### src/rtl/regfile_bram_ctrl_if.sv
// Core-side and BRAM-side signal bundle of the register-file BRAM controller.
// slave = controller view, master = core/BRAM environment view.
interface regfile_bram_ctrl_if #(
   parameter int DTW = 32,
   parameter int ADW = 5
);
   logic           i_rden;
   logic [ADW-1:0] i_raddr0;
   logic [ADW-1:0] i_raddr1;
   logic [DTW-1:0] o_rdata0;
   logic [DTW-1:0] o_rdata1;
   logic           i_wren;
   logic [ADW-1:0] i_waddr;
   logic [DTW-1:0] i_wdata;
   logic           o_init_busy;
   logic           o_init_done;
   logic           o_bram_wren;
   logic [ADW-1:0] o_bram_waddr;
   logic [DTW-1:0] o_bram_wdata;
   logic           o_bram_rden0;
   logic [ADW-1:0] o_bram_raddr0;
   logic           o_bram_rden1;
   logic [ADW-1:0] o_bram_raddr1;
   logic [DTW-1:0] i_bram_rdata0;
   logic [DTW-1:0] i_bram_rdata1;

   modport slave (
      input  i_rden, i_raddr0, i_raddr1, i_wren, i_waddr, i_wdata,
             i_bram_rdata0, i_bram_rdata1,
      output o_rdata0, o_rdata1, o_init_busy, o_init_done,
             o_bram_wren, o_bram_waddr, o_bram_wdata,
             o_bram_rden0, o_bram_raddr0, o_bram_rden1, o_bram_raddr1
   );

   modport master (
      output i_rden, i_raddr0, i_raddr1, i_wren, i_waddr, i_wdata,
             i_bram_rdata0, i_bram_rdata1,
      input  o_rdata0, o_rdata1, o_init_busy, o_init_done,
             o_bram_wren, o_bram_waddr, o_bram_wdata,
             o_bram_rden0, o_bram_raddr0, o_bram_rden1, o_bram_raddr1
   );
endinterface

### src/rtl/regfile_bram_ctrl.sv
// 2R/1W register file sequencer over an external 1-cycle BRAM: post-reset clear,
// same-cycle write-to-read forwarding and hard-wired x0.
module regfile_rd_port #(
   parameter int DTW     = 32,
   parameter int ADW     = 5,
   parameter int ZERO_R0 = 1
) (
   input  logic           clk,
   input  logic           aresetn,
   input  logic           rd_en,
   input  logic [ADW-1:0] raddr,
   input  logic           wr_en,
   input  logic [ADW-1:0] waddr,
   input  logic [DTW-1:0] wdata,
   input  logic [DTW-1:0] bram_rdata,
   output logic [DTW-1:0] rdata
);
   logic           vld;
   logic           zero;
   logic           byp;
   logic [DTW-1:0] bypd;

   // vld masks the BRAM output until this port has issued its first read.
   always_ff @(posedge clk or negedge aresetn) begin
      if (!aresetn) begin
         vld  <= 1'b0;
         zero <= 1'b0;
         byp  <= 1'b0;
         bypd <= '0;
      end else if (rd_en) begin
         vld  <= 1'b1;
         zero <= (ZERO_R0 != 0) && (raddr == '0);
         byp  <= wr_en && (waddr == raddr);
         bypd <= wdata;
      end
   end

   assign rdata = (!vld || zero) ? '0 : (byp ? bypd : bram_rdata);
endmodule

module regfile_bram_ctrl #(
   parameter int             DTW      = 32,
   parameter int             DPT      = 32,
   parameter int             INIT_EN  = 1,
   parameter logic [DTW-1:0] INIT_VAL = '0,
   parameter int             ZERO_R0  = 1
) (
   input  logic                clk,
   input  logic                aresetn,
   regfile_bram_ctrl_if.slave  bus
);
   localparam int             ADW      = $clog2(DPT);
   localparam int             DPT_2N   = 2 ** ADW;
   localparam logic [ADW-1:0] CNT_LAST = ADW'(DPT_2N - 1);
   localparam int             NRP      = 2;

   typedef enum logic [1:0] {RST_WAIT, CLEAR, RUN} state_t;

   state_t         state;
   logic [ADW-1:0] clr_cnt;
   logic           busy;
   logic           done;

   always_ff @(posedge clk or negedge aresetn) begin
      if (!aresetn) begin
         state   <= RST_WAIT;
         clr_cnt <= '0;
         busy    <= 1'b1;
         done    <= 1'b0;
      end else begin
         case (state)
            RST_WAIT: begin
               if (INIT_EN != 0) begin
                  state <= CLEAR;
               end else begin
                  state <= RUN;
                  busy  <= 1'b0;
                  done  <= 1'b1;
               end
            end
            CLEAR: begin
               clr_cnt <= clr_cnt + 1'b1;
               if (clr_cnt == CNT_LAST) begin
                  state <= RUN;
                  busy  <= 1'b0;
                  done  <= 1'b1;
               end
            end
            default: ;
         endcase
      end
   end

   assign bus.o_init_busy = busy;
   assign bus.o_init_done = done;

   logic run;
   logic eff_wren;
   logic rd_en;

   assign run      = (state == RUN);
   assign eff_wren = run && bus.i_wren && !((ZERO_R0 != 0) && (bus.i_waddr == '0));
   assign rd_en    = run && bus.i_rden;

   // The clear sequence owns the write port; core traffic only reaches it in RUN.
   always_comb begin
      bus.o_bram_wren  = eff_wren;
      bus.o_bram_waddr = bus.i_waddr;
      bus.o_bram_wdata = bus.i_wdata;
      if (state == CLEAR) begin
         bus.o_bram_wren  = 1'b1;
         bus.o_bram_waddr = clr_cnt;
         bus.o_bram_wdata = INIT_VAL;
      end
   end

   assign bus.o_bram_rden0  = rd_en;
   assign bus.o_bram_rden1  = rd_en;
   assign bus.o_bram_raddr0 = bus.i_raddr0;
   assign bus.o_bram_raddr1 = bus.i_raddr1;

   logic [NRP-1:0][ADW-1:0] raddr;
   logic [NRP-1:0][DTW-1:0] brd;
   logic [NRP-1:0][DTW-1:0] rdata;

   assign raddr = {bus.i_raddr1, bus.i_raddr0};
   assign brd   = {bus.i_bram_rdata1, bus.i_bram_rdata0};

   for (genvar p = 0; p < NRP; p++) begin : g_rd
      regfile_rd_port #(.DTW(DTW), .ADW(ADW), .ZERO_R0(ZERO_R0)) u_rd (
         .clk        (clk),
         .aresetn    (aresetn),
         .rd_en      (rd_en),
         .raddr      (raddr[p]),
         .wr_en      (eff_wren),
         .waddr      (bus.i_waddr),
         .wdata      (bus.i_wdata),
         .bram_rdata (brd[p]),
         .rdata      (rdata[p])
      );
   end

   assign bus.o_rdata0 = rdata[0];
   assign bus.o_rdata1 = rdata[1];
endmodule

### src/flat_wrapper.sv
// flat-port wrapper written by rule: the top's interface ports become plain ports
module regfile_bram_ctrl_flat 
#(
   parameter int             DTW      = 32,
   parameter int             DPT      = 32,
   parameter int             INIT_EN  = 1,
   parameter logic [DTW-1:0] INIT_VAL = '0,
   parameter int             ZERO_R0  = 1
)
  (clk, aresetn, bus_i_rden, bus_i_raddr0, bus_i_raddr1, bus_i_wren, bus_i_waddr, bus_i_wdata, bus_i_bram_rdata0, bus_i_bram_rdata1, bus_o_rdata0, bus_o_rdata1, bus_o_init_busy, bus_o_init_done, bus_o_bram_wren, bus_o_bram_waddr, bus_o_bram_wdata, bus_o_bram_rden0, bus_o_bram_raddr0, bus_o_bram_rden1, bus_o_bram_raddr1);
  regfile_bram_ctrl_if #(.DTW(DTW), .ADW(5)) bus_i ();
  input  logic clk;
  input  logic aresetn;
  input wire logic [$bits(bus_i.i_rden)-1:0] bus_i_rden;
  input wire logic [$bits(bus_i.i_raddr0)-1:0] bus_i_raddr0;
  input wire logic [$bits(bus_i.i_raddr1)-1:0] bus_i_raddr1;
  input wire logic [$bits(bus_i.i_wren)-1:0] bus_i_wren;
  input wire logic [$bits(bus_i.i_waddr)-1:0] bus_i_waddr;
  input wire logic [$bits(bus_i.i_wdata)-1:0] bus_i_wdata;
  input wire logic [$bits(bus_i.i_bram_rdata0)-1:0] bus_i_bram_rdata0;
  input wire logic [$bits(bus_i.i_bram_rdata1)-1:0] bus_i_bram_rdata1;
  output wire logic [$bits(bus_i.o_rdata0)-1:0] bus_o_rdata0;
  output wire logic [$bits(bus_i.o_rdata1)-1:0] bus_o_rdata1;
  output wire logic [$bits(bus_i.o_init_busy)-1:0] bus_o_init_busy;
  output wire logic [$bits(bus_i.o_init_done)-1:0] bus_o_init_done;
  output wire logic [$bits(bus_i.o_bram_wren)-1:0] bus_o_bram_wren;
  output wire logic [$bits(bus_i.o_bram_waddr)-1:0] bus_o_bram_waddr;
  output wire logic [$bits(bus_i.o_bram_wdata)-1:0] bus_o_bram_wdata;
  output wire logic [$bits(bus_i.o_bram_rden0)-1:0] bus_o_bram_rden0;
  output wire logic [$bits(bus_i.o_bram_raddr0)-1:0] bus_o_bram_raddr0;
  output wire logic [$bits(bus_i.o_bram_rden1)-1:0] bus_o_bram_rden1;
  output wire logic [$bits(bus_i.o_bram_raddr1)-1:0] bus_o_bram_raddr1;
  assign bus_i.i_rden = bus_i_rden;
  assign bus_i.i_raddr0 = bus_i_raddr0;
  assign bus_i.i_raddr1 = bus_i_raddr1;
  assign bus_i.i_wren = bus_i_wren;
  assign bus_i.i_waddr = bus_i_waddr;
  assign bus_i.i_wdata = bus_i_wdata;
  assign bus_i.i_bram_rdata0 = bus_i_bram_rdata0;
  assign bus_i.i_bram_rdata1 = bus_i_bram_rdata1;
  assign bus_o_rdata0 = bus_i.o_rdata0;
  assign bus_o_rdata1 = bus_i.o_rdata1;
  assign bus_o_init_busy = bus_i.o_init_busy;
  assign bus_o_init_done = bus_i.o_init_done;
  assign bus_o_bram_wren = bus_i.o_bram_wren;
  assign bus_o_bram_waddr = bus_i.o_bram_waddr;
  assign bus_o_bram_wdata = bus_i.o_bram_wdata;
  assign bus_o_bram_rden0 = bus_i.o_bram_rden0;
  assign bus_o_bram_raddr0 = bus_i.o_bram_raddr0;
  assign bus_o_bram_rden1 = bus_i.o_bram_rden1;
  assign bus_o_bram_raddr1 = bus_i.o_bram_raddr1;
  regfile_bram_ctrl #(.DTW(DTW), .DPT(DPT), .INIT_EN(INIT_EN), .INIT_VAL(INIT_VAL), .ZERO_R0(ZERO_R0)) u_core (.clk(clk), .aresetn(aresetn), .bus(bus_i));
endmodule
### config.mk
export PLATFORM = sky130hd
export DESIGN_NAME = regfile_bram_ctrl_flat
export DESIGN_NICKNAME = d
export VERILOG_FILES = /design/src/rtl/regfile_bram_ctrl_if.sv /design/src/rtl/regfile_bram_ctrl.sv /design/src/flat_wrapper.sv
export SDC_FILE = /design/constraint.sdc
export NUM_CORES = 1
export LEC_CHECK = 0
export BUFFER_PORTS_ARGS = -buffer_cell sky130_fd_sc_hd__buf_2
export CAP_MARGIN = 30
export CORE_MARGIN = 3
export CORE_UTILIZATION = 51
export CTS_CLUSTER_DIAMETER = 60
export DETAILED_ROUTE_END_ITERATION = 8
export PLACE_DENSITY_LB_ADDON = 0.15
export SYNTH_ARGS = -nofsm -noshare
export SYNTH_HDL_FRONTEND = slang
export SYNTH_HIERARCHICAL = 1
export SYNTH_SLANG_ARGS = --single-unit
export TNS_END_PERCENT = 100
### constraint.sdc
create_clock -name clk -period 4.48 [get_ports clk]
set_clock_uncertainty 0.2 [all_clocks]
set_input_delay 0.896 -clock clk [delete_from_list [all_inputs] [get_ports clk]]
set_output_delay 0.896 -clock clk [all_outputs]
set_load 0.005 [all_outputs]
==> results of run 1 <==
==> metrics by stage <==
stage          total power, mW  area (um^2)
6_report                 1.681         5868
5_1_grt                  1.763         5868
3_3_place_gp             1.123         5602
3_5_place_dp             1.134         5602
4_1_cts                  1.696         5813
2_1_floorplan           0.9742         4504
==> how the worst min path moves through the flow <==
stage | start | endpoint | slack [ns] | cells past startpoint
detailed placement | u_core/g_rd[1].u_rd/vld$_DFFE_PN0P_ | u_core/g_rd[1].u_rd/vld$_DFFE_PN0P_ | 0.25 | 1
global route | u_core/g_rd[0].u_rd/vld$_DFFE_PN0P_ | u_core/g_rd[0].u_rd/vld$_DFFE_PN0P_ | 0.29 | 1
floorplan | u_core/g_rd[0].u_rd/vld$_DFFE_PN0P_ | u_core/g_rd[0].u_rd/vld$_DFFE_PN0P_ | 0.24 | 1
finish | u_core/bus.o_init_done$_DFFE_PN0P_ | u_core/bus.o_init_done$_DFFE_PN0P_ | 0.28 | 1
CTS | u_core/bus.o_init_done$_DFFE_PN0P_ | u_core/bus.o_init_done$_DFFE_PN0P_ | 0.28 | 1
global placement | u_core/g_rd[0].u_rd/vld$_DFFE_PN0P_ | u_core/g_rd[0].u_rd/vld$_DFFE_PN0P_ | 0.25 | 1
==> per-layer routing <==
layer  part of all wire [%]  GRT usage [%]  vias to the layer above
met2                     51          39.40                      153
met4                    1.1          6.632                        0
met3                    7.3          3.544                       13
met5                      0              0                        -
met1                     41          28.55                     1757
li1                       -              -                     1819
==> state kept, by name, indices dropped and copies added (netlist names) <==
name                    flops
u_core/clr_cnt              5
u_core/g_rd.u_rd/byp        2
u_core/g_rd.u_rd/bypd      64
u_core/g_rd.u_rd/vld        2
u_core/bus.o_init_done      1
u_core/state                2
u_core/bus.o_init_busy      1
u_core/g_rd.u_rd/zero       2
==> where the power goes <==
group / total [mW] / internal, mW / switching, mW
sequential: 0.808 / 0.772 / 0.0363
clock: 0.563 / 0.325 / 0.238
combinational: 0.310 / 0.173 / 0.138
total: 1.68 / 1.27 / 0.412
==> area by class of cell <==
cell class,instances,area (um^2)
clock inverter,4,70.07
tap,105,131.4
timing repair buffer,236,1239
sequential,79,1981
clock buffer,11,141.4
inverter,10,37.54
multi-input combinational,294,2268
fill,672,2514
==> logic make-up after synthesis <==
family | Yosys count | share of synthesized area, %
AND/OR/NAND/NOR | 144 | 15.50
multiplexers | 128 | 30.22
flip-flops | 79 | 43.92
buffers and inverters | 48 | 5.750
AO/OA/AOI/OAI | 13 | 2.695
XOR/XNOR | 7 | 1.361
adder cells (fa/ha/maj) | 2 | 0.5555
==> Yosys cell counts, drive strengths merged <==
library cell  number  share of area (%)
a222oi             2               0.44
nand2             25                2.1
and3               1               0.14
a21o               4               0.67
a2111oi            2               0.67
nor2              68                5.8
mux2              64                 16
dfrtp             78                 43
nand2b             3               0.42
or2                2               0.28
o21ai              1               0.19
a32o               2               0.44
a21oi              1               0.11
clkbuf             5               0.42
a21boi             1               0.17
dfstp              1               0.58
xnor2              3               0.58
mux2i             64                 14
or4                3               0.75
nor2b              6               0.83
buf               33                4.5
nor3               2               0.44
ha                 2               0.56
xor2               4               0.78
inv               10               0.83
nand4              1               0.14
and2              33                4.6
==> worst register-to-register path, cell delays in order, from the launching register on <==
cell and delay [ns]:
sky130_fd_sc_hd__dfrtp_1 0.39, sky130_fd_sc_hd__nor2b_1 0.30, sky130_fd_sc_hd__and2_2 0.51, sky130_fd_sc_hd__buf_4 0.61
sky130_fd_sc_hd__mux2_2 0.45
==> flow_summary.html, run 1 <==
<table>
<tr><th>Metric</th><th>Value</th></tr>
<tr><th colspan="2">Outcome</th></tr>
<tr><td>Status</td><td>completed</td></tr>
<tr><th colspan="2">Route</th></tr>
<tr><td>DRC violations left</td><td>0</td></tr>
<tr><td>Routed wire length per instance</td><td>15.45 um</td></tr>
<tr><td>Vias per std cell</td><td>5.064</td></tr>
<tr><td>Initial detailed-routing violation count</td><td>80</td></tr>
<tr><td>Via count</td><td>3742</td></tr>
<tr><td>Count of TritonRoute iterations in the first routing pass</td><td>5</td></tr>
<tr><td>Count of nets left with antenna violations after detail routing</td><td>0</td></tr>
<tr><td>Total wire length</td><td>11420 um</td></tr>
<tr><th colspan="2">Setup path</th></tr>
<tr><td>Cell type group with the largest total delay on the critical path</td><td>simple AND/OR/NAND/NOR gates</td></tr>
<tr><td>Largest stage delay on the critical path</td><td>0.55 ns</td></tr>
<tr><td>Ordered list of cells on the worst path</td><td>buf_2 -&gt; or4_4 -&gt; nor2_4 -&gt; o21ai_2 -&gt; buf_2</td></tr>
<tr><td>Required time of the worst setup path</td><td>3.38 ns</td></tr>
<tr><td>FF-to-FF setup slack</td><td>1.91 ns</td></tr>
<tr><td>Worst Path Max Fanout</td><td>4</td></tr>
<tr><td>Slowest stage cell on the critical path</td><td>sky130_fd_sc_hd__or4_4</td></tr>
<tr><td>Depth of the worst register-to-register path</td><td>4</td></tr>
<tr><td>CP dominant cell by count</td><td>sky130_fd_sc_hd__buf_2</td></tr>
<tr><td>Kind of start point of the critical path</td><td>input pin</td></tr>
<tr><td>Critical Setup Path Class</td><td>input pin to primary output</td></tr>
<tr><td>Termination of the worst setup path</td><td>bus_o_bram_wren</td></tr>
<tr><td>Launch point of the worst reg-to-reg path</td><td>u_core/state[1]$_DFFE_PN0P_</td></tr>
<tr><td>Worst reg2reg endpoint</td><td>u_core/g_rd[0].u_rd/bypd[25]$_DFFE_PN0P_</td></tr>
<tr><td>Category of the worst setup path capture point</td><td>primary output</td></tr>
<tr><td>Data arrival time of the critical path</td><td>1.90 ns</td></tr>
<tr><td>Crit. Startpoint</td><td>bus_i_waddr[0]</td></tr>
<tr><td>Critical path depth</td><td>5</td></tr>
<tr><td>Buf+Inv Stages, Crit Path</td><td>2</td></tr>
<tr><th colspan="2">STA</th></tr>
<tr><td>Hold violation total from the final report</td><td>0</td></tr>
<tr><td>RSZ-0062 raised after global routing</td><td>false</td></tr>
<tr><td>Headroom to the max-slew limit</td><td>35.40%</td></tr>
<tr><td># setup viols final</td><td>0</td></tr>
<tr><td>Final-layout worst hold slack</td><td>0.2769 ns</td></tr>
<tr><td>Aggregate negative setup slack</td><td>0 ns</td></tr>
<tr><td>Crit share post-route</td><td>66.78%</td></tr>
<tr><td>Crit path time final</td><td>2.992 ns</td></tr>
<tr><td>Fin. max-slew vios</td><td>0</td></tr>
<tr><td>Slack of the critical path</td><td>1.488 ns</td></tr>
<tr><td>Upper clock frequency limit</td><td>0.3342 GHz</td></tr>
<tr><td>Worst Max-Slew Pin Slew</td><td>0.9690 ns</td></tr>
<tr><th colspan="2">Place</th></tr>
<tr><td>HPWL Detailed</td><td>8398 um</td></tr>
<tr><td># placed instances</td><td>722</td></tr>
<tr><td>Number of port buffers</td><td>230</td></tr>
<tr><td>Worst-case setup slack after placement</td><td>1.496 ns</td></tr>
<tr><td>GP Congestion</td><td>0.8856</td></tr>
<tr><th colspan="2">Global route</th></tr>
<tr><td>Vias in the first global route</td><td>3801</td></tr>
<tr><td>Final global-route overflow total</td><td>0</td></tr>
<tr><td>Initial antenna violation count</td><td>0</td></tr>
<tr><td>Global-route wire length before repair</td><td>18110 um</td></tr>
<tr><td>All-layer global routing usage</td><td>22.40%</td></tr>
<tr><td>Maximum number of pins on one net before global-route repair</td><td>80</td></tr>
<tr><th colspan="2">Clock tree</th></tr>
<tr><td>CTS Buf Count</td><td>9</td></tr>
<tr><td>Root buf cell</td><td>sky130_fd_sc_hd__clkbuf_8</td></tr>
<tr><td>Count of H-tree levels built during CTS</td><td>3</td></tr>
<tr><td>Gates resized, CTS repair</td><td>0</td></tr>
<tr><td>Clock sink total</td><td>79</td></tr>
<tr><td>Total of hold buffers inserted after clock tree synthesis</td><td>0</td></tr>
<tr><td>Clock-pin slew on the worst setup and hold paths</td><td>0.07 ns</td></tr>
<tr><td>Maximum count of clock buffers along a single path</td><td>2</td></tr>
<tr><td>TritonCTS clock tree</td><td>done</td></tr>
<tr><td>Clock Latency Late Sink</td><td>0.33 ns</td></tr>
<tr><td>Total setup buffers inserted after CTS</td><td>0</td></tr>
<tr><th colspan="2">Yosys</th></tr>
<tr><td>Post-synthesis instance total</td><td>421</td></tr>
<tr><td>Syn. warnings</td><td>6</td></tr>
<tr><td>Post-synthesis instance area</td><td>0.004504 mm^2</td></tr>
<tr><td>Post-synthesis net count</td><td>538</td></tr>
<tr><td>Sequential share of the synthesized area</td><td>43.92%</td></tr>
<tr><td>Synthesized area per cell</td><td>10.70 um^2</td></tr>
<tr><td>Flip-flop and latch count after synthesis</td><td>79</td></tr>
<tr><td>Cell variety after synth</td><td>30</td></tr>
<tr><th colspan="2">Die</th></tr>
<tr><td>Die X</td><td>99.98 um</td></tr>
<tr><td>Die span in y</td><td>99.98 um</td></tr>
<tr><td>Effective utilization at floorplan</td><td>53.74%</td></tr>
<tr><td>Placement Rows</td><td>33</td></tr>
<tr><td>Number of top-level design ports</td><td>231</td></tr>
<tr><td>Full die area</td><td>0.009996 mm^2</td></tr>
<tr><td>Total core area</td><td>0.008382 mm^2</td></tr>
<tr><th colspan="2">Worst hold path</th></tr>
<tr><td>Type of the worst min-delay path</td><td>flip-flop to flip-flop</td></tr>
<tr><th colspan="2">Cells and area</th></tr>
<tr><td>End-of-flow core utilization</td><td>70.01%</td></tr>
<tr><td>Leading cell type in the layout, fill and taps excluded</td><td>sky130_fd_sc_hd__buf_2</td></tr>
<tr><td>Fraction of final layout cells with drive strength greater than 1</td><td>51.89%</td></tr>
<tr><td>Non-Filler Instances</td><td>739</td></tr>
<tr><td># nets final</td><td>747</td></tr>
<tr><td>Commonest cells after routing, fill and taps aside</td><td>229 x sky130_fd_sc_hd__buf_2, 76 x sky130_fd_sc_hd__dfrtp_1, 67 x sky130_fd_sc_hd__nor2_1</td></tr>
<tr><td>Synthesis-to-finish area growth</td><td>30.28%</td></tr>
<tr><td>Diode count</td><td>0</td></tr>
<tr><th colspan="2">Power and ir drop</th></tr>
<tr><td>VDD IR-drop max</td><td>0.1657 mV</td></tr>
<tr><td>Reported leakage power</td><td>2.856 nW</td></tr>
<tr><td>Power density over the cells</td><td>286.5 mW/mm^2</td></tr>
<tr><th colspan="2">Run</th></tr>
<tr><td>Max-cap violations</td><td>0</td></tr>
</table>
Power figures use the tool's default switching activity.
==> run 2, diff against run 1 <==
Settings changed: CORE_UTILIZATION 51 to 47.
Clock period 4.48 ns to 3.1 ns, I/O delays scaled along.
==> run 2 against run 1 <==
Routed wire length grew 1.4%. Global-route usage shrank 1.1 points. Cell area grew 0.55%. Non-clock buffer count grew 4. Sequential cell count is the same. Critical path type is now flip-flop to primary output. Critical endpoint is now bus_o_bram_rden1.
==> flow_summary.html, run 2 (same netlist as run 1, synthesis figures left out) <==
<table>
<tr><th>Metric</th><th>Value</th></tr>
<tr><th colspan="2">Run</th></tr>
<tr><td>Max-cap violations</td><td>0</td></tr>
<tr><th colspan="2">Cells and area</th></tr>
<tr><td>Biggest registers after layout</td><td>u_core/g_rd.u_rd/bypd: 64 flops, u_core/clr_cnt: 5 flops</td></tr>
<tr><td>Leading cell type in the layout, fill and taps excluded</td><td>sky130_fd_sc_hd__buf_2</td></tr>
<tr><td># nets final</td><td>751</td></tr>
<tr><td>Synthesis-to-finish area growth</td><td>31.00%</td></tr>
<tr><td>Diode count</td><td>0</td></tr>
<tr><td>Fillcell total</td><td>803</td></tr>
<tr><td>Register bank with the most flops</td><td>u_core/g_rd.u_rd/bypd</td></tr>
<tr><td>End-of-flow core utilization</td><td>63.56%</td></tr>
<tr><td>Commonest cells after routing, fill and taps aside</td><td>229 x sky130_fd_sc_hd__buf_2, 76 x sky130_fd_sc_hd__dfrtp_1, 67 x sky130_fd_sc_hd__nor2_1</td></tr>
<tr><td>Fraction of final layout cells with drive strength greater than 1</td><td>52.27%</td></tr>
<tr><td>Number of flip-flops under the largest register name</td><td>64</td></tr>
<tr><th colspan="2">Global route</th></tr>
<tr><td>Vias in the first global route</td><td>3826</td></tr>
<tr><td>All-layer global routing usage</td><td>21.32%</td></tr>
<tr><td>Global-route wire length before repair</td><td>18950 um</td></tr>
<tr><td>Maximum number of pins on one net before global-route repair</td><td>59</td></tr>
<tr><td>Final global-route overflow total</td><td>0</td></tr>
<tr><td>Initial antenna violation count</td><td>0</td></tr>
<tr><th colspan="2">Clock tree</th></tr>
<tr><td>Clock Latency Late Sink</td><td>0.33 ns</td></tr>
<tr><td>CTS Buf Count</td><td>9</td></tr>
<tr><td>Gates resized, CTS repair</td><td>0</td></tr>
<tr><td>Clock sink total</td><td>79</td></tr>
<tr><td>Maximum count of clock buffers along a single path</td><td>2</td></tr>
<tr><td>Root buf cell</td><td>sky130_fd_sc_hd__clkbuf_8</td></tr>
<tr><td>TritonCTS clock tree</td><td>done</td></tr>
<tr><td>Clock-pin slew on the worst setup and hold paths</td><td>0.08 ns</td></tr>
<tr><td>Total setup buffers inserted after CTS</td><td>0</td></tr>
<tr><td>Total of hold buffers inserted after clock tree synthesis</td><td>0</td></tr>
<tr><td>Count of H-tree levels built during CTS</td><td>3</td></tr>
<tr><th colspan="2">Route</th></tr>
<tr><td>Total wire length</td><td>11580 um</td></tr>
<tr><td>Count of nets left with antenna violations after detail routing</td><td>0</td></tr>
<tr><td>Initial detailed-routing violation count</td><td>133</td></tr>
<tr><td>Routed wire length per instance</td><td>15.08 um</td></tr>
<tr><td>Vias per std cell</td><td>4.921</td></tr>
<tr><td>Count of TritonRoute iterations in the first routing pass</td><td>4</td></tr>
<tr><td>DRC violations left</td><td>0</td></tr>
<tr><td>Via count</td><td>3779</td></tr>
<tr><th colspan="2">Setup path</th></tr>
<tr><td>Data arrival time of the critical path</td><td>1.92 ns</td></tr>
<tr><td>Critical Setup Path Class</td><td>flip-flop to primary output</td></tr>
<tr><td>Depth of the worst register-to-register path</td><td>4</td></tr>
<tr><td>FF-to-FF setup slack</td><td>0.72 ns</td></tr>
<tr><td>Kind of start point of the critical path</td><td>flip-flop</td></tr>
<tr><td>Worst Path Max Fanout</td><td>37</td></tr>
<tr><td>Required time of the worst setup path</td><td>2.28 ns</td></tr>
<tr><td>Category of the worst setup path capture point</td><td>primary output</td></tr>
<tr><td>Launch point of the worst reg-to-reg path</td><td>u_core/state[0]$_DFFE_PN0P_</td></tr>
<tr><td>Worst reg2reg endpoint</td><td>u_core/g_rd[1].u_rd/bypd[4]$_DFFE_PN0P_</td></tr>
<tr><th colspan="2">Die</th></tr>
<tr><td>Full die area</td><td>0.01079 mm^2</td></tr>
<tr><td>Effective utilization at floorplan</td><td>48.52%</td></tr>
<tr><td>Number of top-level design ports</td><td>231</td></tr>
<tr><td>Placement Rows</td><td>35</td></tr>
<tr><td>Die X</td><td>103.9 um</td></tr>
<tr><td>Die span in y</td><td>103.9 um</td></tr>
<tr><td>Total core area</td><td>0.009284 mm^2</td></tr>
<tr><th colspan="2">STA</th></tr>
<tr><td>Headroom to the max-slew limit</td><td>43.05%</td></tr>
<tr><td>Upper clock frequency limit</td><td>0.3646 GHz</td></tr>
<tr><td>Crit path time final</td><td>2.743 ns</td></tr>
<tr><td>Fin. max-slew vios</td><td>0</td></tr>
<tr><td># setup viols final</td><td>0</td></tr>
<tr><td>Crit share post-route</td><td>88.47%</td></tr>
<tr><td>RSZ-0062 raised after global routing</td><td>false</td></tr>
<tr><td>Hold violation total from the final report</td><td>0</td></tr>
<tr><td>Aggregate negative setup slack</td><td>0 ns</td></tr>
<tr><td>Worst Max-Slew Pin Slew</td><td>0.8543 ns</td></tr>
<tr><td>Slack of the critical path</td><td>0.3574 ns</td></tr>
<tr><th colspan="2">Place</th></tr>
<tr><td>HPWL Detailed</td><td>8949 um</td></tr>
<tr><td>Number of port buffers</td><td>230</td></tr>
<tr><td>GP Congestion</td><td>0.8039</td></tr>
<tr><td>Worst-case setup slack after placement</td><td>0.6617 ns</td></tr>
<tr><th colspan="2">Power and ir drop</th></tr>
<tr><td>Power density over the cells</td><td>401.0 mW/mm^2</td></tr>
<tr><td>VDD IR-drop max</td><td>0.2459 mV</td></tr>
<tr><td>Reported leakage power</td><td>2.853 nW</td></tr>
<tr><th colspan="2">Worst hold path</th></tr>
<tr><td>Type of the worst min-delay path</td><td>input pin to async pin</td></tr>
<tr><th colspan="2">Outcome</th></tr>
<tr><td>Status</td><td>completed</td></tr>
</table>
## run 2: changes by cell type in the layout (fill, tap and decap cells not counted)
cell                         previous run  this run
sky130_fd_sc_hd__buf_12                 0         2
sky130_fd_sc_hd__buf_16                 2         0
sky130_fd_sc_hd__buf_4                  5         9
sky130_fd_sc_hd__bufinv_16              2         1
sky130_fd_sc_hd__clkinv_2               2         1
sky130_fd_sc_hd__clkinvlp_4             0         3
## run 2: metrics by stage
step	std cells	hold slack, ns	area, um^2	power (mW)
final	768	0.1357	5901	2.366
after global routing	768	0.1810	5901	2.505
after CTS	768	0.1584	5901	2.402
after detailed placement	752	0.2415	5702	1.648
after global placement	752	0.2495	5702	1.635
after floorplan	421	0.1244	4504	1.408
## run 2: worst max-delay path, stage by stage, from the launching register on
cell and delay (ns):
sky130_fd_sc_hd__dfrtp_1 0.42, sky130_fd_sc_hd__nor2b_1 0.20, sky130_fd_sc_hd__and2_2 0.74, sky130_fd_sc_hd__buf_2 0.24
## run 2: final cells by class
class	count	area, um^2	area share [%]
Inverter	10	37.54	0.6361
Tap cell	129	161.4	2.735
Clock inverter	5	57.56	0.9754
Timing Repair Buffer	240	1254	21.25
Multi-Input combinational cell	294	2268	38.44
Sequential cell	79	1981	33.57
Clock buffer	11	141.4	2.396
## run 2: routing by layer
| layer | up-vias | routed length [um] | global-route usage (%) |
|---|---|---|---|
| met5 | - | 0 | 0 |
| met4 | 0 | 73 | 5.223 |
| met3 | 8 | 836 | 4.718 |
| met2 | 153 | 5626 | 35.56 |
| met1 | 1781 | 5045 | 28.38 |
| li1 | 1837 | - | - |
## run 2: worst max-delay path by stage
stage	cells past startpoint	from	slack (ns)	to
2_1_floorplan	3	bus_i_waddr[0]	0.97	bus_o_bram_wren
3_3_place_gp	3	bus_i_rden	0.66	bus_o_bram_rden1
3_5_place_dp	3	bus_i_rden	0.66	bus_o_bram_rden1
4_1_cts	3	u_core/state[0]$_DFFE_PN0P_	0.33	bus_o_bram_rden1
5_1_grt	3	u_core/state[1]$_DFFE_PN0P_	0.14	bus_o_bram_rden1
6_report	3	u_core/state[0]$_DFFE_PN0P_	0.36	bus_o_bram_rden1
## run 2: power breakdown
| part | total (mW) | internal (mW) | switching [mW] |
|---|---|---|---|
| registers | 1.17 | 1.11 | 0.0551 |
| logic | 0.452 | 0.252 | 0.200 |
| clock network | 0.744 | 0.393 | 0.352 |
==> run 3, diff against run 2 <==
Settings changed: CORE_ASPECT_RATIO set to 1.2.
==> run 3 against run 2 <==
Routed wire length is 1.9% higher. Clock-buffer cell count is 1 higher. Cell area is 0.47% lower. Core utilization is 0.45 points higher. Global-route usage is 0.52 points higher. Combinational power hardly changed. Critical path depth is 1 higher. Setup slack better by 0.076 ns. Sequential cell count stayed put. Via count is 0.16% higher. Total power is 0.66% lower. Register-to-register slack better by 0.03 ns. Critical endpoint is now bus_o_rdata1[11].
==> flow_summary.html, run 3 (same netlist as run 1, synthesis figures left out) <==
<table>
<tr><th>Metric</th><th>Value</th></tr>
<tr><th colspan="2">Global route</th></tr>
<tr><td>Final global-route overflow total</td><td>0</td></tr>
<tr><td>Vias in the first global route</td><td>3725</td></tr>
<tr><td>Initial antenna violation count</td><td>0</td></tr>
<tr><td>Global-route wire length before repair</td><td>18400 um</td></tr>
<tr><td>All-layer global routing usage</td><td>21.84%</td></tr>
<tr><td>Maximum number of pins on one net before global-route repair</td><td>60</td></tr>
<tr><th colspan="2">Route</th></tr>
<tr><td>Via count</td><td>3785</td></tr>
<tr><td>DRC violations left</td><td>0</td></tr>
<tr><td>Count of nets left with antenna violations after detail routing</td><td>0</td></tr>
<tr><td>Vias per std cell</td><td>4.974</td></tr>
<tr><td>Routed wire length per instance</td><td>15.50 um</td></tr>
<tr><td>Total wire length</td><td>11800 um</td></tr>
<tr><td>Count of TritonRoute iterations in the first routing pass</td><td>4</td></tr>
<tr><td>Initial detailed-routing violation count</td><td>99</td></tr>
<tr><th colspan="2">Setup path</th></tr>
<tr><td>Worst Path Max Fanout</td><td>17</td></tr>
<tr><td>Required time of the worst setup path</td><td>2.28 ns</td></tr>
<tr><td>Largest stage delay on the critical path</td><td>0.70 ns</td></tr>
<tr><td>Ordered list of cells on the worst path</td><td>buf_4 -&gt; mux2i_1 -&gt; nor2_1 -&gt; buf_2</td></tr>
<tr><td>Data arrival time of the critical path</td><td>1.85 ns</td></tr>
<tr><td>Category of the worst setup path capture point</td><td>primary output</td></tr>
<tr><td>Kind of start point of the critical path</td><td>flip-flop</td></tr>
<tr><td>Slowest stage cell on the critical path</td><td>sky130_fd_sc_hd__dfrtp_2</td></tr>
<tr><td>Critical Setup Path Class</td><td>flip-flop to primary output</td></tr>
<tr><th colspan="2">Die</th></tr>
<tr><td>Die span in y</td><td>113.2 um</td></tr>
<tr><td>Total core area</td><td>0.009176 mm^2</td></tr>
<tr><td>Full die area</td><td>0.01080 mm^2</td></tr>
<tr><td>Number of top-level design ports</td><td>231</td></tr>
<tr><td>Die X</td><td>95.37 um</td></tr>
<tr><td>Effective utilization at floorplan</td><td>49.09%</td></tr>
<tr><td>Placement Rows</td><td>38</td></tr>
<tr><th colspan="2">STA</th></tr>
<tr><td>Fin. max-slew vios</td><td>0</td></tr>
<tr><td>Worst Max-Slew Pin Slew</td><td>0.7237 ns</td></tr>
<tr><td>Final-layout worst hold slack</td><td>0.1347 ns</td></tr>
<tr><td>RSZ-0062 raised after global routing</td><td>false</td></tr>
<tr><td># setup viols final</td><td>0</td></tr>
<tr><td>Headroom to the max-slew limit</td><td>51.75%</td></tr>
<tr><td>Hold violation total from the final report</td><td>0</td></tr>
<tr><td>Upper clock frequency limit</td><td>0.3750 GHz</td></tr>
<tr><td>Aggregate negative setup slack</td><td>0 ns</td></tr>
<tr><td>Crit share post-route</td><td>86.03%</td></tr>
<tr><td>Crit path time final</td><td>2.667 ns</td></tr>
<tr><th colspan="2">Cells and area</th></tr>
<tr><td>Number of flip-flops under the largest register name</td><td>64</td></tr>
<tr><td>Register bank with the most flops</td><td>u_core/g_rd.u_rd/bypd</td></tr>
<tr><td>Area taken by flip-flops and latches</td><td>0.001981 mm^2</td></tr>
<tr><td># nets final</td><td>753</td></tr>
<tr><td>Fraction of final layout cells with drive strength greater than 1</td><td>52.19%</td></tr>
<tr><td>Synthesis-to-finish area growth</td><td>30.39%</td></tr>
<tr><td>Commonest cells after routing, fill and taps aside</td><td>229 x sky130_fd_sc_hd__buf_2, 76 x sky130_fd_sc_hd__dfrtp_1, 67 x sky130_fd_sc_hd__nor2_1</td></tr>
<tr><td>Area occupied by multi-input gates</td><td>0.002270 mm^2</td></tr>
<tr><td>Biggest registers after layout</td><td>u_core/g_rd.u_rd/bypd: 64 flops, u_core/clr_cnt: 5 flops</td></tr>
<tr><td>Fillcell total</td><td>800</td></tr>
<tr><td>Leading cell type in the layout, fill and taps excluded</td><td>sky130_fd_sc_hd__buf_2</td></tr>
<tr><th colspan="2">Clock tree</th></tr>
<tr><td>TritonCTS clock tree</td><td>done</td></tr>
<tr><td>Total of hold buffers inserted after clock tree synthesis</td><td>0</td></tr>
<tr><td>CTS Buf Count</td><td>9</td></tr>
<tr><td>Clock sink total</td><td>79</td></tr>
<tr><td>Clock Latency Late Sink</td><td>0.33 ns</td></tr>
<tr><td>Gates resized, CTS repair</td><td>0</td></tr>
<tr><td>Count of H-tree levels built during CTS</td><td>3</td></tr>
<tr><td>Root buf cell</td><td>sky130_fd_sc_hd__clkbuf_8</td></tr>
<tr><td>Maximum count of clock buffers along a single path</td><td>2</td></tr>
<tr><td>Clock-pin slew on the worst setup and hold paths</td><td>0.07 ns</td></tr>
<tr><td>Total setup buffers inserted after CTS</td><td>0</td></tr>
<tr><th colspan="2">Run</th></tr>
<tr><td>Max-cap violations</td><td>0</td></tr>
<tr><th colspan="2">Power and ir drop</th></tr>
<tr><td>Power density over the cells</td><td>400.3 mW/mm^2</td></tr>
<tr><td>Reported leakage power</td><td>2.864 nW</td></tr>
<tr><td>VDD IR-drop max</td><td>0.1965 mV</td></tr>
<tr><th colspan="2">Place</th></tr>
<tr><td>Number of port buffers</td><td>230</td></tr>
<tr><td>GP Congestion</td><td>0.8426</td></tr>
<tr><td>HPWL Detailed</td><td>8957 um</td></tr>
<tr><th colspan="2">Worst hold path</th></tr>
<tr><td>Type of the worst min-delay path</td><td>input pin to async pin</td></tr>
<tr><th colspan="2">Outcome</th></tr>
<tr><td>Status</td><td>completed</td></tr>
</table>
[run 3: cell count changes in the layout (fill, tap and decap cells not counted), sizes merged]
cell	delta
clkbuf	+1
clkinvlp	-3
clkinv	+1
buf	+2
diode	+1
[run 3: final cells by class]
type                    instances  share of cell area, %
multi-input cells             294                  38.65
flip-flops and latches         79                  33.72
repair buffers                242                  21.18
well taps                     120                  2.556
clock buffers                  12                  2.471
clock inverters                 3                 0.7456
inverters                      10                 0.6391
diodes                          1                0.04261
[run 3: worst max-delay path: cells and delay by family, from the launching register on]
kind,cells,cell delay (ns)
buffers and inverters,2,0.52
and+or+nand+nor,1,0.05
DFF,1,0.70
muxes,1,0.25
[run 3: power by group]
group	internal [mW]	total [mW]	switching (mW)
Clock	0.391	0.730	0.339
Sequential	1.12	1.17	0.0539
Combinational	0.251	0.452	0.201
Total	1.76	2.35	0.594
[run 3: metrics by stage]
stage               instance area (um^2)  worst slack, ns  std cells  power [mW]  utilization [%]
floorplan                           4504           0.9655        421       1.408                -
global placement                    5682           0.6686        745       1.631            61.92
detailed placement                  5682           0.6632        745       1.647            61.92
CTS                                 5871           0.4076        760       2.381            63.98
global route                        5871           0.3210        760       2.486            63.98
finish                              5873           0.4330        761       2.351            64.00
[run 3: worst paths after layout]
check,startpoint,end,slack [ns],cells past startpoint
worst max-delay path,u_core/g_rd[1].u_rd/byp$_DFFE_PN0P_,bus_o_rdata1[11],0.43,4
worst min-delay path,aresetn,u_core/g_rd[1].u_rd/bypd[9]$_DFFE_PN0P_,0.13,1
worst min register to register,u_core/bus.o_init_done$_DFFE_PN0P_,u_core/bus.o_init_done$_DFFE_PN0P_,0.27,1
max in group asynchronous,aresetn,u_core/g_rd[1].u_rd/bypd[17]$_DFFE_PN0P_,1.89,2
worst max register to register,u_core/state[0]$_DFFE_PN0P_,u_core/g_rd[0].u_rd/bypd[19]$_DFFE_PN0P_,0.75,4
min in group clk,u_core/bus.o_init_done$_DFFE_PN0P_,u_core/bus.o_init_done$_DFFE_PN0P_,0.27,1
[run 3: routing by layer]
metal | vias to the layer above | share of wire (%) | wire length (um) | track usage (%)
li1 | 1848 | - | - | -
met1 | 1775 | 39 | 4584 | 26.52
met5 | - | 0 | 0 | 0
met3 | 16 | 7.3 | 859 | 3.125
met2 | 146 | 52 | 6173 | 38.77
met4 | 0 | 1.5 | 180 | 7.892
